## config.mk

```make
export PLATFORM = sky130hd
export DESIGN_NAME = diff_word_decode
export DESIGN_NICKNAME = d
export VERILOG_FILES = /design/src/rtl/diff_word_decode.sv
export SDC_FILE = /design/constraint.sdc
export NUM_CORES = 1
export LEC_CHECK = 0
export BUFFER_PORTS_ARGS = -buffer_cell sky130_fd_sc_hd__buf_2
export CAP_MARGIN = 20
export CORE_UTILIZATION = 55
export CTS_BUF_LIST = sky130_fd_sc_hd__clkbuf_4 sky130_fd_sc_hd__clkbuf_8
export CTS_CLUSTER_SIZE = 28
export DETAILED_ROUTE_END_ITERATION = 16
export PLACE_DENSITY = 0.81
export SKIP_CTS_REPAIR_TIMING = 1
export SYNTH_ARGS = -nofsm -noshare
export SYNTH_HDL_FRONTEND = slang
export SYNTH_SLANG_ARGS = --single-unit
export TNS_END_PERCENT = 10
```

## constraint.sdc

```tcl
create_clock -name clk -period 6.27 [get_ports clk]
set_input_delay 0.9405 -clock clk [delete_from_list [all_inputs] [get_ports clk]]
set_output_delay 0.9405 -clock clk [all_outputs]
set_load 0.01 [all_outputs]
```

## src/rtl/diff_word_decode.sv

```systemverilog
`default_nettype none
// ============================================================================
// Module  : diff_word_decode
// Brief   : Rebuilds a word of 2-bit digits from its differential form,
//           resolving one digit per clock from the MS digit downwards.
// Rev     : 1.0  initial release
// ============================================================================
module diff_word_decode #(
  parameter int N = 8
) (
  input  logic           clk,
  input  logic           rst,
  input  logic           in_valid,
  input  logic [2*N-1:0] in_word,
  output logic           in_ready,
  output logic           out_valid,
  output logic [2*N-1:0] out_word,
  input  logic           out_ready,
  output logic           busy,
  output logic [15:0]    word_count
);

  localparam int IW = (N > 2) ? $clog2(N) : 1;

  typedef enum logic [1:0] {
    S_IDLE   = 2'd0,
    S_DECODE = 2'd1,
    S_OUTPUT = 2'd2
  } state_t;

  state_t          r_state;
  state_t          w_state_nxt;
  logic [2*N-3:0]  r_diff;      // MS digit is copied straight into the result
  logic [2*N-1:0]  r_result;
  logic [2*N-1:0]  r_out;
  logic [IW-1:0]   r_idx;
  logic [15:0]     r_word_count;

  logic            w_accept;
  logic            w_out_hs;
  logic            w_last;
  logic [2:0]      w_sum;
  logic [1:0]      w_digit;

  assign in_ready   = (r_state == S_IDLE) && !rst;
  assign out_valid  = (r_state == S_OUTPUT);
  assign busy       = (r_state != S_IDLE);
  assign out_word   = r_out;
  assign word_count = r_word_count;

  assign w_accept = in_valid && in_ready;
  assign w_out_hs = out_valid && out_ready;
  assign w_last   = (r_state == S_DECODE) && (r_idx == '0);

  assign w_sum   = {1'b0, r_diff[2*int'(r_idx) +: 2]}
                 + {1'b0, r_result[2*int'(r_idx) + 2 +: 2]};
  assign w_digit = w_sum[1:0];

  always_ff @(posedge clk or posedge rst) begin
    if (rst) begin
      r_state <= S_IDLE;
    end else begin
      r_state <= w_state_nxt;
    end
  end

  always_comb begin
    w_state_nxt = r_state;
    case (r_state)
      S_IDLE:   if (w_accept) w_state_nxt = S_DECODE;
      S_DECODE: if (r_idx == '0) w_state_nxt = S_OUTPUT;
      S_OUTPUT: if (out_ready) w_state_nxt = S_IDLE;
      default:  w_state_nxt = S_IDLE;
    endcase
  end

  always_ff @(posedge clk or posedge rst) begin
    if (rst) begin
      r_diff       <= '0;
      r_result     <= '0;
      r_out        <= '0;
      r_idx        <= '0;
      r_word_count <= '0;
    end else begin
      if (w_accept) begin
        r_diff   <= in_word[2*N-3:0];
        r_result <= {in_word[2*N-1 -: 2], {(2*N-2){1'b0}}};
        r_idx    <= IW'(N-2);
      end else if (r_state == S_DECODE) begin
        r_result[2*int'(r_idx) +: 2] <= w_digit;
        r_idx                        <= r_idx - 1'b1;
        // Publish only complete words so out_word never shows partial results
        if (w_last) begin
          r_out <= {r_result[2*N-1:2], w_digit};
        end
      end
      if (w_out_hs) begin
        r_word_count <= r_word_count + 16'd1;
      end
    end
  end

endmodule
`default_nettype wire

```

# Yosys cells after proc, flatten, opt, wreduce, memory -nomap -nowiden
# Cells that the tools add are included.
dict set report totals {
  elab_cells 41
  register_bits 67
}
dict set report op_classes {
  n_eq_ne 5
  shifts 4
  n_addsub 5
  bitwise 1
  n_reduce_logical 11
  n_mux 9
}
# operator n
set op_table {}
lappend op_table {{$neg 4->33} 1}
lappend op_table {{$shift 2x33->16 const A} 1}
lappend op_table {{$shiftx 2x33->16} 1}
lappend op_table {{$mux 16} 2}
lappend op_table {{$add 16x1->16 const B} 1}
lappend op_table {{$bwmux 16} 1}
lappend op_table {{$shiftx 16x6->2} 1}
lappend op_table {{$shiftx 14x5->2} 1}
lappend op_table {{$mux 2} 3}
lappend op_table {{$mux 3} 2}
lappend op_table {{$pmux 2 s3} 1}
lappend op_table {{$reduce_and 3->1} 2}
lappend op_table {{$add 4x2->5 const B} 1}
lappend op_table {{$logic_and 1x1->1} 4}
lappend op_table {{$ne 2x2->1 const B} 2}
lappend op_table {{$reduce_bool 2->1} 2}
lappend op_table {{$logic_not 3->1} 1}
lappend op_table {{$sub 3x1->3 const B} 1}
lappend op_table {{$add 2x2->2} 1}
lappend op_table {{$eq 2x1->1 const B} 1}
lappend op_table {{$eq 2x2->1 const B} 1}
lappend op_table {{$logic_not 2->1} 1}
lappend op_table {{$ne 2x1->1 const B} 1}
lappend op_table {{$logic_not 1->1} 1}
lappend op_table {{$not 1->1} 1}

# Longest topological paths before layout
dict set report depth {
  depth_word 7
  ltp_mapped 10
  mapped_depth_nobuf 9
}

# Worst setup path after synthesis
# OpenSTA, ideal clock, no wires.
dict set report synth_path {
  path_type {register to register}
  start {register r_idx[0]}
  end {register r_result[12]}
  arrival_time_ns 2.502
  setup_ns 0.068
  stages_incl_launch_ff 10
  setup_slack_ns 3.701
  path_cell_list {dfrtp_1 -> buf_2 -> buf_2 -> mux2_2 -> a221oi_1 -> a221oi_1 -> ha_1 -> nand2b_1 -> a2111oi_0 -> a22o_1}
}
dict set report synth_via {
  elab_chain_cells 7
  elab_cells_between_ends 10
  cone_classes {3 x add/sub; 4 x shift; 3 x mux}
}
# item line
set synth_rtl {}
lappend synth_rtl {{start: declaration} 36} ;# logic [IW-1:0] r_idx;
lappend synth_rtl {{start signal: assignment} 88} ;# r_idx <= IW'(N-2);
lappend synth_rtl {{start signal: assignment} 91} ;# r_idx <= r_idx - 1'b1;
lappend synth_rtl {{$add 4x2->5} 56} ;# + {1'b0, r_result[2*int'(r_idx) + 2 +: 2]};
lappend synth_rtl {{$shiftx 16x6->2} 56}
lappend synth_rtl {{$add 2x2->2 *} 56}
lappend synth_rtl {{net w_sum[0]} 42} ;# logic [2:0] w_sum;
lappend synth_rtl {{$shiftx 2x33->16 *} 90} ;# r_result[2*int'(r_idx) +: 2] <= w_digit;
lappend synth_rtl {{$bwmux 16 *} 90}
lappend synth_rtl {{$mux 16 *} 89} ;# end else if (r_state == S_DECODE) begin
lappend synth_rtl {{$mux 16 *} 85} ;# if (w_accept) begin
lappend synth_rtl {{end signal: assignment} 87} ;# r_result <= {in_word[2*N-1 -: 2], {(2*N-2){1'b0}}};
lappend synth_rtl {{end signal: indexed assignment} 90}
lappend synth_rtl {{end: declaration} 34} ;# logic [2*N-1:0] r_result;
# The timed path passes the listed nets; every way through them passes the cells marked *. The select of a mux whose other input is x is not followed.
# A chain may end at the register's enable or synchronous reset.

# Worst setup path after layout
# Same ends and word-level chain as after synthesis.

==> metrics.md <==
| Metric | Value |
|---|---|
| Status | `finished clean` |
| Setup crit start kind | `flop` |
| Layout Nets | `about 360` |
| TritonCTS clock tree | `yes` |
| Final setup margin | `3190 ps` |
| CP max FO | `22` |
| Top delay family on crit path | `compound AO/OA/AOI/OAI gates` |
| Vias per cell | `5.47` |
| Iteration-0 DRC Markers | `between 100 and 150` |
| Layout cells sized above 1 | `28.8%` |
| Synth-to-layout area growth | `17.0%` |
| Yosys warnings | `0` |
| Final setup fails | `0` |
| Yosys reg bits | `65` |
| Worst slew pin tran | `895 ps` |
| Hold Vio Cnt, Final | `0` |
| Fin Setup TNS | `0 ps` |
| Max-slew headroom | `between 40% and 50%` |
| Reg-to-Reg Start | `r_idx[0]` |
| Critical Path End | `r_result[12]` |
| EDFF count, synth | `0` |
| Total GRT Usage | `23.7%` |
| Synthesized area per cell | `between 10 and 15 sq um` |
| Commonest non-fill, non-tap cell in the layout | `nand2_1` |
| Final period util | `49.1%` |
| Levels on crit path | `7` |
| Via count of the first global-routing pass | `2254` |
| Total clock sinks | `65` |
| Worst R2R Path Depth | `7` |
| Placeable Area | `roughly 5200 sq um` |
| Max Cap Violations | `0` |
| Setup slack, reg-to-reg | `3190 ps` |
| Fmax | `325 MHz` |
| Post-synth ARST share | `between 90% and 100%` |
| Total Power | `between 1.5 and 2 mW` |
| Synth Instances | `281` |
| Leak pwr | `1.89 nW` |
| Worst Path Required | `between 6000 and 7000 ps` |
| Initial Utilization | `between 50 and 60%` |
| Min Tclk post-route | `3080 ps` |
| Critical path arrival | `3350 ps` |
| Place WS | `3210 ps` |
| Die Span Y | `76.5 um` |
| CP bufs+invs | `0` |
| Row cnt | `26` |
| Clock Skew | `6.10 ps` |
| Hold Path Class | `flop to flop` |
| Unique masters post-synth | `38` |
| CP Capture Type | `flop` |
| Total gr overflow | `0` |
| Initial antenna violation count | `0` |
| Main synth FF type | `dfrtp_1` |
| Most common cell on crit path | `a221oi_1` |
| Detailed-route wire length | `~6200 um` |
| Clk root buf | `clkbuf_8` |
| Routed Antenna Nets | `0` |
| Critical R2R Capture | `r_result[12]` |
| RePlAce Congestion | `around 0.87` |
| Sequential-to-total area share from yosys stat | `53.3%` |
| DIE AREA | `5850 sq um` |
| Final max-slew violation count | `0` |
| DR DRC count | `0` |
| Power Dens Cells | `around 470 nW/um^2` |
| Crit path launch | `r_idx[0]` |
| First-pass GRT wire length | `10700 um` |
| Avg WL per Cell | `15.0 um` |
| Die width | `~76 um` |
| Most frequent cells in the layout | `67 x nand2_1, 65 x dfrtp_1, 54 x buf_2` |
| CP cell instances | `mux2_2 -> a221oi_1 -> a221oi_1 -> ha_1 -> nand2b_1 -> a2111oi_0 -> a22o_1` |
| Total vias in the final route | `between 2000 and 2500` |
| Number of detailed-route iterations in the first pass | `5` |
| Clock-pin transition on the worst setup and hold timing paths | `70 ps` |
| RSZ-0062 raised after global routing | `no` |
| Htree depth | `3` |
| CTS Buf Count | `9` |
| Port bufs | `54` |
| Ant. Diodes | `0` |
| Critical path class | `flop to flop` |
| Slowest-stage cell, CP | `dfrtp_1` |
| Largest net degree at the start of global routing | `39` |
| DP Wirelength | `4460 um` |
| Synth Net Count | `309` |
| I/O Pins | `55` |
| Maximum vdd drop | `0.288 mV` |
| CTS Buffer Depth | `2` |
| Cell area after synthesis | `3050 sq um` |
| Crit-path max cell delay | `roughly 930 ps` |
| Worst-Skew Late Latency | `340 ps` |
tightest hold or removal path, cell delays in order (launching register included):
cell and delay (ps):
dfrtp_1 340, nand2_1 50, nand2_1 50
stage by stage:
stage                     utilization (%)  cell area [sq um]  instances  hold slack (ps)
final                                68.2               3570        410              473
after global placement               64.3               3370        394              456
after detailed placement             64.3               3370        394              459
after CTS                            68.2               3570        410              476
after floorplan                         -               3050        281              440
after global routing                 68.2               3570        410              497
cell usage after synthesis, types with 2 or more instances:
cell type  count  area share, %
nand2_1       67            8.2
dfrtp_1       65             53
mux2_2        17            6.3
xnor2_1       14            4.0
clkbuf_1      10            1.2
mux2i_1       10            3.3
nand3_1        9            1.5
ha_1           8            3.3
a21oi_1        7            1.1
nor2_1         7           0.86
o21ai_0        7            1.1
and3_1         6            1.2
inv_1          6           0.74
a221oi_1       4            1.1
nand2b_1       4           0.82
nand4_1        4           0.82
o41ai_2        4            2.1
nor3_1         3           0.49
or3_1          3           0.62
and4_1         2           0.57
buf_2          2           0.33
mux4_2         2            1.5
nand3b_1       2           0.49
o21ai_1        2           0.33
or2_2          2           0.41
xor2_1         2           0.57
how the worst min path moves through the flow:
stage                      to           start  cells past startpoint  slack [ps]
2_1_floorplan      r_diff[10]      r_diff[10]                      2         440
3_3_place_gp   word_count[15]  word_count[15]                      1         460
3_5_place_dp        r_diff[8]       r_diff[8]                      2         460
4_1_cts             r_diff[8]       r_diff[8]                      2         480
5_1_grt             r_diff[8]       r_diff[8]                      2         500
6_report            r_diff[8]       r_diff[8]                      2         470
flip-flops by register name, summed over array words and instances, names as in the netlist:
signal	flops
out_word	16
r_diff	14
r_idx	3
r_result	14
r_state	2
word_count	16
cells by family (layout without fill, tap and decap cells):
| logic type | after synthesis | in the layout | share of synthesized area [%] |
|---|---|---|---|
| and+or+nand+nor | 114 | 114 | 17.3 |
| AOI/OAI and AO/OA | 30 | 30 | 7.46 |
| muxes | 29 | 29 | 11.0 |
| buffers and inverters | 18 | 77 | 2.30 |
| DFF | 65 | 65 | 53.3 |
| xor gates and xnor gates | 17 | 17 | 5.37 |
| adders and majority gates | 8 | 8 | 3.28 |
layout make-up:
class | count | area [sq um]
Tap cell | 70 | 87.6
Multi-Input combinational cell | 198 | 1360
Clock buffer | 11 | 145
Sequential cell | 65 | 1630
Clock inverter | 5 | 55.1
Fill cell | 417 | 1670
Inverter | 6 | 22.5
Timing Repair Buffer | 55 | 278
routing by layer:
metal,global-route usage (%),vias to the layer above,share of wire (%)
met5,0,-,0
met4,11.9,0,2.0
met3,4.19,9,3.6
met2,36.8,58,49
met1,32.0,1096,46
li1,-,1081,-
power by group:
| group | switching, mW | internal (mW) | total [mW] |
|---|---|---|---|
| Combinational | 0.366 | 0.284 | 0.651 |
| Clock | 0.153 | 0.197 | 0.350 |
| Sequential | 0.131 | 0.558 | 0.689 |
No activity file was read; power rests on OpenSTA's default activity.
